--- config.mk ---
export PLATFORM = sky130hd
export DESIGN_NAME = carry_normalize_stream_flat
export DESIGN_NICKNAME = d
export VERILOG_FILES = /design/src/rtl/carry_normalize_stream_pkg.sv /design/src/rtl/carry_normalize_stream_if.sv /design/src/rtl/carry_normalize_stream_add.sv /design/src/rtl/carry_normalize_stream.sv /design/src/flat_wrapper.sv
export SDC_FILE = /design/constraint.sdc
export NUM_CORES = 1
export LEC_CHECK = 0
export ABC_AREA = 1
export CAP_MARGIN = 20
export CORE_ASPECT_RATIO = 0.6
export CORE_MARGIN = 2
export CORE_UTILIZATION = 45
export DETAILED_ROUTE_END_ITERATION = 10
export PLACE_DENSITY = 0.82
export SLEW_MARGIN = 20
export SYNTH_ARGS = -nofsm -noshare
export SYNTH_HDL_FRONTEND = slang
export SYNTH_HIERARCHICAL = 1
export SYNTH_SLANG_ARGS = --single-unit
export TNS_END_PERCENT = 5
--- constraint.sdc ---
create_clock -name clk -period 2.94 [get_ports clk]
set_clock_uncertainty 0.1 [all_clocks]
set_input_delay 0.441 -clock clk [delete_from_list [all_inputs] [get_ports clk]]
set_output_delay 0.441 -clock clk [all_outputs]
set_load 0.01 [all_outputs]
--- src/rtl/carry_normalize_stream_pkg.sv ---
// carry_normalize_stream_pkg
// Shared types and helpers for the carry-normalize stream and its adder stage.
//   norm_state_t : normalizer control states
//   word_t       : default-width data word (32 bits)
//   idx_width()  : width of an index that can count 0..n inclusive
package carry_normalize_stream_pkg;

  typedef enum logic [1:0] {
    IDLE  = 2'd0,
    RUN   = 2'd1,
    CARRY = 2'd2
  } norm_state_t;

  localparam int DEFAULT_WORD_WIDTH = 32;

  typedef logic [DEFAULT_WORD_WIDTH-1:0] word_t;

  // The extra carry word sits at index NUM_WORDS, so the index must reach n.
  function automatic int idx_width(input int n);
    return $clog2(n + 1);
  endfunction

endpackage

--- src/rtl/carry_normalize_stream_if.sv ---
// carry_normalize_stream_if
// Input and output valid/ready streams of the carry normalizer.
//   Input side : cin, in_data, in_valid, in_last -> in_ready
//   Output side: out_data, out_idx, out_carry, out_last, out_valid <- out_ready
// Modports: slave = normalizer side, master = producer/consumer side.
interface carry_normalize_stream_if
  import carry_normalize_stream_pkg::*;
#(
  parameter int WORD_WIDTH = 32,
  parameter int NUM_WORDS  = 8
);
  localparam int IDX_W = idx_width(NUM_WORDS);

  logic [WORD_WIDTH-1:0] cin;
  logic [WORD_WIDTH-1:0] in_data;
  logic                  in_valid;
  logic                  in_last;
  logic                  in_ready;
  logic [WORD_WIDTH-1:0] out_data;
  logic [IDX_W-1:0]      out_idx;
  logic                  out_carry;
  logic                  out_last;
  logic                  out_valid;
  logic                  out_ready;

  modport slave (
    input  cin, in_data, in_valid, in_last, out_ready,
    output in_ready, out_data, out_idx, out_carry, out_last, out_valid
  );

  modport master (
    output cin, in_data, in_valid, in_last, out_ready,
    input  in_ready, out_data, out_idx, out_carry, out_last, out_valid
  );

endinterface

--- src/rtl/carry_normalize_stream_add.sv ---
// carry_add_stage
// Combinational WORD_WIDTH+1 bit adder: {cout, sum} = a + b.
//   a, b : operands (WORD_WIDTH)
//   sum  : low WORD_WIDTH bits of the result
//   cout : carry out of the top bit
module carry_add_stage #(
  parameter int WORD_WIDTH = 32
) (
  input  logic [WORD_WIDTH-1:0] a,
  input  logic [WORD_WIDTH-1:0] b,
  output logic [WORD_WIDTH-1:0] sum,
  output logic                  cout
);

  assign {cout, sum} = {1'b0, a} + {1'b0, b};

endmodule

--- src/rtl/carry_normalize_stream.sv ---
// carry_normalize_stream
// Ripples a word-wide carry-in through an NUM_WORDS-word partial-product
// vector, one word per beat, and emits the normalized words plus the final
// carry (as an extra word, or as a sideband bit on the last data word).
//   clk, rst : clock, synchronous active-high reset
//   bus      : input/output valid/ready streams (slave modport)
//   len_err  : one-cycle pulse when in_last and the word count disagree
//   busy     : vector in flight or output beat pending
module carry_normalize_stream
  import carry_normalize_stream_pkg::*;
#(
  parameter int WORD_WIDTH      = 32,
  parameter int NUM_WORDS       = 8,
  parameter bit EMIT_CARRY_WORD = 1'b1
) (
  input  logic                            clk,
  input  logic                            rst,
  carry_normalize_stream_if.slave         bus,
  output logic                            len_err,
  output logic                            busy
);

  localparam int IW = idx_width(NUM_WORDS);
  localparam logic [IW-1:0] LAST_IDX = IW'(NUM_WORDS - 1);

  norm_state_t           state_q, state_d;
  logic [WORD_WIDTH-1:0] carry_q, carry_d;
  logic [IW-1:0]         idx_q, idx_d;
  logic [WORD_WIDTH-1:0] out_data_q, out_data_d;
  logic [IW-1:0]         out_idx_q, out_idx_d;
  logic                  out_carry_q, out_carry_d;
  logic                  out_last_q, out_last_d;
  logic                  out_valid_q, out_valid_d;
  logic                  len_err_q, len_err_d;

  logic                  free;
  logic                  in_fire;
  logic                  at_count_end;
  logic                  term;
  logic [WORD_WIDTH-1:0] add_b;
  logic [WORD_WIDTH-1:0] add_sum;
  logic                  add_cout;

  assign free         = !out_valid_q || bus.out_ready;
  assign bus.in_ready = free && (state_q != CARRY);
  assign in_fire      = bus.in_valid && bus.in_ready;
  assign at_count_end = (idx_q == LAST_IDX);
  assign term         = bus.in_last || at_count_end;

  // cin only enters on the first beat; later beats add the rippled carry.
  assign add_b = (state_q == IDLE) ? bus.cin : carry_q;

  carry_add_stage #(.WORD_WIDTH(WORD_WIDTH)) u_add (
    .a    (bus.in_data),
    .b    (add_b),
    .sum  (add_sum),
    .cout (add_cout)
  );

  always_comb begin
    state_d     = state_q;
    carry_d     = carry_q;
    idx_d       = idx_q;
    out_data_d  = out_data_q;
    out_idx_d   = out_idx_q;
    out_carry_d = out_carry_q;
    out_last_d  = out_last_q;
    out_valid_d = out_valid_q && !bus.out_ready;
    len_err_d   = 1'b0;

    unique case (state_q)
      IDLE, RUN: begin
        if (in_fire) begin
          out_valid_d = 1'b1;
          out_data_d  = add_sum;
          out_idx_d   = idx_q;
          out_last_d  = 1'b0;
          out_carry_d = 1'b0;
          len_err_d   = bus.in_last ^ at_count_end;
          if (term) begin
            if (EMIT_CARRY_WORD) begin
              // idx advances so the carry word lands at terminating idx+1.
              state_d = CARRY;
              carry_d = {{(WORD_WIDTH-1){1'b0}}, add_cout};
              idx_d   = idx_q + IW'(1);
            end else begin
              out_last_d  = 1'b1;
              out_carry_d = add_cout;
              state_d     = IDLE;
              carry_d     = '0;
              idx_d       = '0;
            end
          end else begin
            state_d = RUN;
            carry_d = {{(WORD_WIDTH-1){1'b0}}, add_cout};
            idx_d   = idx_q + IW'(1);
          end
        end
      end
      CARRY: begin
        if (free) begin
          out_valid_d = 1'b1;
          out_data_d  = carry_q;
          out_idx_d   = idx_q;
          out_last_d  = 1'b1;
          out_carry_d = 1'b0;
          state_d     = IDLE;
          carry_d     = '0;
          idx_d       = '0;
        end
      end
      default: begin
        state_d = IDLE;
        carry_d = '0;
        idx_d   = '0;
      end
    endcase
  end

  always_ff @(posedge clk) begin
    if (rst) begin
      state_q     <= IDLE;
      carry_q     <= '0;
      idx_q       <= '0;
      out_data_q  <= '0;
      out_idx_q   <= '0;
      out_carry_q <= 1'b0;
      out_last_q  <= 1'b0;
      out_valid_q <= 1'b0;
      len_err_q   <= 1'b0;
    end else begin
      state_q     <= state_d;
      carry_q     <= carry_d;
      idx_q       <= idx_d;
      out_data_q  <= out_data_d;
      out_idx_q   <= out_idx_d;
      out_carry_q <= out_carry_d;
      out_last_q  <= out_last_d;
      out_valid_q <= out_valid_d;
      len_err_q   <= len_err_d;
    end
  end

  assign bus.out_data  = out_data_q;
  assign bus.out_idx   = out_idx_q;
  assign bus.out_carry = out_carry_q;
  assign bus.out_last  = out_last_q;
  assign bus.out_valid = out_valid_q;
  assign len_err       = len_err_q;
  assign busy          = (state_q != IDLE) || out_valid_q;

endmodule

--- src/flat_wrapper.sv ---
// flat-port wrapper written by rule: the top's interface ports become plain ports
module carry_normalize_stream_flat import carry_normalize_stream_pkg::*;
#(
  parameter int WORD_WIDTH      = 32,
  parameter int NUM_WORDS       = 8,
  parameter bit EMIT_CARRY_WORD = 1'b1
)
  (clk, rst, len_err, busy, bus_cin, bus_in_data, bus_in_valid, bus_in_last, bus_out_ready, bus_in_ready, bus_out_data, bus_out_idx, bus_out_carry, bus_out_last, bus_out_valid);
  carry_normalize_stream_if #(.WORD_WIDTH(WORD_WIDTH), .NUM_WORDS(NUM_WORDS)) bus_i ();
  input  logic clk;
  input  logic rst;
  output logic len_err;
  output logic busy;
  input wire logic [$bits(bus_i.cin)-1:0] bus_cin;
  input wire logic [$bits(bus_i.in_data)-1:0] bus_in_data;
  input wire logic [$bits(bus_i.in_valid)-1:0] bus_in_valid;
  input wire logic [$bits(bus_i.in_last)-1:0] bus_in_last;
  input wire logic [$bits(bus_i.out_ready)-1:0] bus_out_ready;
  output wire logic [$bits(bus_i.in_ready)-1:0] bus_in_ready;
  output wire logic [$bits(bus_i.out_data)-1:0] bus_out_data;
  output wire logic [$bits(bus_i.out_idx)-1:0] bus_out_idx;
  output wire logic [$bits(bus_i.out_carry)-1:0] bus_out_carry;
  output wire logic [$bits(bus_i.out_last)-1:0] bus_out_last;
  output wire logic [$bits(bus_i.out_valid)-1:0] bus_out_valid;
  assign bus_i.cin = bus_cin;
  assign bus_i.in_data = bus_in_data;
  assign bus_i.in_valid = bus_in_valid;
  assign bus_i.in_last = bus_in_last;
  assign bus_i.out_ready = bus_out_ready;
  assign bus_in_ready = bus_i.in_ready;
  assign bus_out_data = bus_i.out_data;
  assign bus_out_idx = bus_i.out_idx;
  assign bus_out_carry = bus_i.out_carry;
  assign bus_out_last = bus_i.out_last;
  assign bus_out_valid = bus_i.out_valid;
  carry_normalize_stream #(.WORD_WIDTH(WORD_WIDTH), .NUM_WORDS(NUM_WORDS), .EMIT_CARRY_WORD(EMIT_CARRY_WORD)) u_core (.clk(clk), .rst(rst), .bus(bus_i), .len_err(len_err), .busy(busy));
endmodule
==> tab_implementation.tex <==
\begin{tabular}{lr}
\hline
Metric & Value \\
\hline
\multicolumn{2}{l}{\textbf{Yosys}} \\
\quad Number of enable flip-flop cells after synthesis & 0 \\
\quad Dominant cells by area after synthesis & sky130\_fd\_sc\_hd\_\_nand2\_1 26\%, sky130\_fd\_sc\_hd\_\_dfxtp\_1 20\%, sky130\_fd\_sc\_hd\_\_inv\_1 13\% \\
\quad Post-synthesis cell count & around 800 \\
\quad Post-synthesis async set-or-reset flop share & 0\% \\
\quad Synthesized flop and latch total & 46 \\
\quad Commonest register cell after synthesis & sky130\_fd\_sc\_hd\_\_dfxtp\_1 \\
\quad Fraction of the yosys area taken by sequential cells & between 20 and 25\% \\
\quad Post-synthesis area per instance & around 5.5 um\^{}2 \\
\quad Top cell type's share of synthesized area & about a quarter \\
\quad Cell area after technology mapping & around 0.0045 mm\^{}2 \\
\quad Yosys top cell by area & sky130\_fd\_sc\_hd\_\_nand2\_1 \\
\quad Distinct cell type count of the synthesized netlist & 29 \\
\quad Nets in the synthesized netlist & 922 \\
\quad Total of warnings raised by yosys & 6 \\
\multicolumn{2}{l}{\textbf{Setup path}} \\
\quad Critical Path Fanout Max & 14 \\
\quad Highest-delay cell along the critical path & sky130\_fd\_sc\_hd\_\_dfxtp\_1 \\
\quad Required @ worst endpoint & 3.06 ns \\
\quad Cell mode on critical path & sky130\_fd\_sc\_hd\_\_nand2\_1 \\
\quad Depth of the worst register-to-register path & 16 \\
\quad Critical Path Stages & 16 \\
\quad Cells traversed along the worst timing path & nor2\_2, inv\_1, buf\_4, nor2\_1, ha\_1, nand2\_1, nand2\_1, nand3\_1, nand2\_1, nand2\_1, nand2\_2, nand2\_1, nand3\_1, nand2\_1, nand4\_1, a21oi\_1 \\
\quad Worst Path Arrival & between 2 and 3 ns \\
\quad R2R Path Start & u\_core/state\_q[1] \\
\quad Type of destination of the critical path & flop \\
\quad First element of the critical path & u\_core/state\_q[1] \\
\quad Delay of the slowest critical-path stage & between 0.3 and 0.4 ns \\
\quad Bufs and invs on worst path & 2 \\
\quad Endpoint of the most critical register-to-register path & u\_core/bus.out\_data[29] \\
\quad Start-to-end type of the worst setup path & flop to flop \\
\quad Largest delay contributor family on the critical path & simple AND/OR/NAND/NOR gates \\
\quad Endpoint of the most critical setup path & u\_core/bus.out\_data[29] \\
\quad Element type at the critical path start & flop \\
\quad Reg-to-reg setup timing slack & 0.31 ns \\
\multicolumn{2}{l}{\textbf{Global route}} \\
\quad Via count of the first global-routing pass & 4371 \\
\quad Total track usage & 23.2\% \\
\quad First-pass GRT wire length & 20500 um \\
\quad Initial antenna violation count & 0 \\
\quad Maximum number of pins on one net before global-route repair & between 40 and 50 \\
\quad Overflow left after global routing & 0 \\
\multicolumn{2}{l}{\textbf{STA}} \\
\quad Setup violators final & 0 \\
\quad Period utilization & 89.3\% \\
\quad Number of pins with negative max-slew slack in the final report & 0 \\
\quad Setup repair after global routing missed its margin & false \\
\quad Hold Vio Cnt, Final & 0 \\
\quad Shortest clock period the worst path allows after layout & about 2.6 ns \\
\quad F\_max & around 0.38 GHz \\
\quad Sum of negative setup slack & 0 ns \\
\multicolumn{2}{l}{\textbf{CTS}} \\
\quad TritonCTS clock tree & done \\
\quad Clk slew on worst S/H paths & approximately 0.060 ns \\
\quad Clk\_lat worst skew & roughly 0.29 ns \\
\quad Number of H-tree branching levels & 2 \\
\quad Number of CTS-inserted buffers & 5 \\
\quad Maximum clock insertion buffer count & 2 \\
\quad Number of post-CTS setup repair buffers & 0 \\
\quad Clock Sinks & 46 \\
\quad Clock Tree Root & sky130\_fd\_sc\_hd\_\_clkbuf\_16 \\
\multicolumn{2}{l}{\textbf{Placement}} \\
\quad GPL Wtd Cong & just over 0.9 \\
\quad Detailed-placement wirelength estimate & 10200 um \\
\quad Cell area after placement & 0.00572 mm\^{}2 \\
\quad IO Port Bufs & $\sim$110 \\
\multicolumn{2}{l}{\textbf{Route}} \\
\quad Number of routed nets with antenna violations & 0 \\
\quad Via count & 5024 \\
\quad Detailed-router iteration count before antenna repair & 5 \\
\quad Drt initial violations & $\sim$480 \\
\quad Remaining DRCs & 0 \\
\quad Post-DR wirelength/cell & $\sim$12 um \\
\quad Post-DR vias/cell & roughly 4.7 \\
\quad WL final & around 12000 um \\
\multicolumn{2}{l}{\textbf{Floorplan}} \\
\quad Number of placement rows & 28 \\
\quad Overall die height & 81.5 um \\
\quad Area inside the core boundary & between 0.009 and 0.01 mm\^{}2 \\
\quad Overall die width & about 130 um \\
\quad Number of top-level design ports & around 110 \\
\quad Die area & 0.0109 mm\^{}2 \\
\quad Initial Utilization & between 40\% and 50\% \\
\multicolumn{2}{l}{\textbf{Layout}} \\
\quad Fraction of layout cells with a size suffix above 1 & $\sim$5.3\% \\
\quad \# diodes & 0 \\
\quad Number of nets in the layout & 1029 \\
\quad Relative area change from synthesis to final layout & 30.3\% \\
\quad Core utilization of the finished layout & 59.8\% \\
\quad Final design area excluding fillers & a little under 0.006 mm\^{}2 \\
\multicolumn{2}{l}{\textbf{Pwr}} \\
\quad P\_leak & around 3.4 nW \\
\quad Power density over the cells & between 400 and 500 mW/mm\^{}2 \\
\quad Peak supply drop & 0.000261 V \\
\multicolumn{2}{l}{\textbf{Min path}} \\
\quad Type of the worst min-delay path & flop to flop \\
\multicolumn{2}{l}{\textbf{Outcome}} \\
\quad Result of the run & finished, final reports clean \\
\multicolumn{2}{l}{\textbf{Flow run}} \\
\quad Max-cap violations & 0 \\
\hline
\end{tabular}
-- tightest hold or removal path, cell delays in order, from the launching register on --
cell and delay (ns):
sky130_fd_sc_hd__dfxtp_1 0.31, sky130_fd_sc_hd__nand2_1 0.06, sky130_fd_sc_hd__a21oi_1 0.05
-- cell usage in the layout, fill, tap and decap left out, drive strengths merged --
| cell | Yosys | layout |
|---|---|---|
| xor2 | 14 | 14 |
| nand4 | 4 | 4 |
| o21bai | 1 | 1 |
| nand3 | 67 | 67 |
| conb | 1 | 1 |
| ha | 34 | 34 |
| o22ai | 1 | 1 |
| nand2 | 332 | 332 |
| and3 | 1 | 1 |
| dfxtp | 46 | 46 |
| clkbuf | 0 | 6 |
| o21ai | 7 | 7 |
| a21o | 1 | 1 |
| nor2 | 92 | 92 |
| buf | 14 | 5 |
| or2 | 2 | 2 |
| inv | 166 | 166 |
| xnor2 | 1 | 1 |
| clkdlybuf4s50 | 0 | 109 |
| nor3 | 5 | 5 |
| a21oi | 26 | 26 |
| fa | 1 | 1 |
| clkinv | 0 | 2 |
| nand3b | 2 | 2 |
-- stage by stage --
| stage | total power, W | std cells | hold slack [ns] | setup slack, ns |
|---|---|---|---|---|
| 2_1_floorplan | 0.00144 | 818 | 0.339 | 0.670 |
| 3_3_place_gp | 0.00184 | 1053 | 0.351 | 0.165 |
| 3_5_place_dp | 0.00185 | 1053 | 0.355 | 0.144 |
| 4_1_cts | 0.00240 | 1061 | 0.367 | 0.246 |
| 5_1_grt | 0.00260 | 1061 | 0.395 | 0.0908 |
| 6_report | 0.00242 | 1061 | 0.365 | 0.314 |
-- cells in the mapped netlist (3+ instances only) --
cell type                 number
sky130_fd_sc_hd__dfxtp_1      46
sky130_fd_sc_hd__nor3_1        5
sky130_fd_sc_hd__nand4_1       4
sky130_fd_sc_hd__nand3_2       4
sky130_fd_sc_hd__nand2_2      17
sky130_fd_sc_hd__o21ai_0       7
sky130_fd_sc_hd__inv_2         6
sky130_fd_sc_hd__inv_1       160
sky130_fd_sc_hd__nand2_1     313
sky130_fd_sc_hd__buf_6         3
sky130_fd_sc_hd__ha_1         34
sky130_fd_sc_hd__buf_2        10
sky130_fd_sc_hd__nor2_2        5
sky130_fd_sc_hd__xor2_1       14
sky130_fd_sc_hd__a21oi_1      26
sky130_fd_sc_hd__nand3_1      63
sky130_fd_sc_hd__nor2_1       87
-- where the power goes --
group,switching (W),internal (W)
Combinational,0.000647,0.000472
Sequential,0.0000455,0.000693
Clock,0.000243,0.000316
-- logic make-up (layout without fill, tap and decap cells) --
logic type	after synthesis	in the layout	synth area share [%]
AOI/OAI and AO/OA	36	36	4.14
buffers and inverters	180	288	15.9
adders and majority gates	35	35	9.89
DFF	46	46	20.4
other	1	1	0.0832
and+or+nand+nor	505	505	46.7
xor gates and xnor gates	15	15	2.92
-- cell type report --
class / count / area [um^2]
timing repair buffer: 114 / 1140
sequential: 46 / 921
fill: 965 / 3940
inverter: 166 / 623
tap: 135 / 169
clock buffer: 6 / 129
clock inverter: 2 / 13.8
multi-input combinational: 592 / 2870
-- registers in the layout, summed over array words and instances, names as in the netlist --
register / flops
u_core/state_q: 2
u_core/bus.out_last: 1
u_core/idx_q: 4
u_core/carry_q: 1
u_core/len_err: 1
u_core/bus.out_valid: 1
u_core/bus.out_idx: 4
u_core/bus.out_data: 32
-- layer usage --
| layer | vias to the layer above | global-route usage (%) | share of wire (%) |
|---|---|---|---|
| met5 | - | 0 | 0 |
| met4 | 0 | 3.19 | 0.74 |
| met3 | 12 | 4.01 | 8.8 |
| met2 | 192 | 35.1 | 39 |
| met1 | 2162 | 35.2 | 52 |
| li1 | 2658 | - | - |
-- worst min path at each step --
stage / from / endpoint / slack (ns) / depth (start not counted)
after global placement: u_core/carry_q[0] / u_core/carry_q[0] / 0.35 / 2
after global routing: u_core/bus.out_data[29] / u_core/bus.out_data[29] / 0.39 / 2
after floorplan: u_core/carry_q[0] / u_core/carry_q[0] / 0.34 / 2
final: u_core/bus.out_last / u_core/bus.out_last / 0.37 / 2
after detailed placement: u_core/bus.out_last / u_core/bus.out_last / 0.36 / 2
after CTS: u_core/bus.out_last / u_core/bus.out_last / 0.37 / 2
-- what timing repair did --
item,4_1_cts,5_1_grt
endpoints found under the setup margin,0,2
hold buffers,0,0
resized for setup,0,1
No activity file was read; power rests on OpenSTA's default activity.
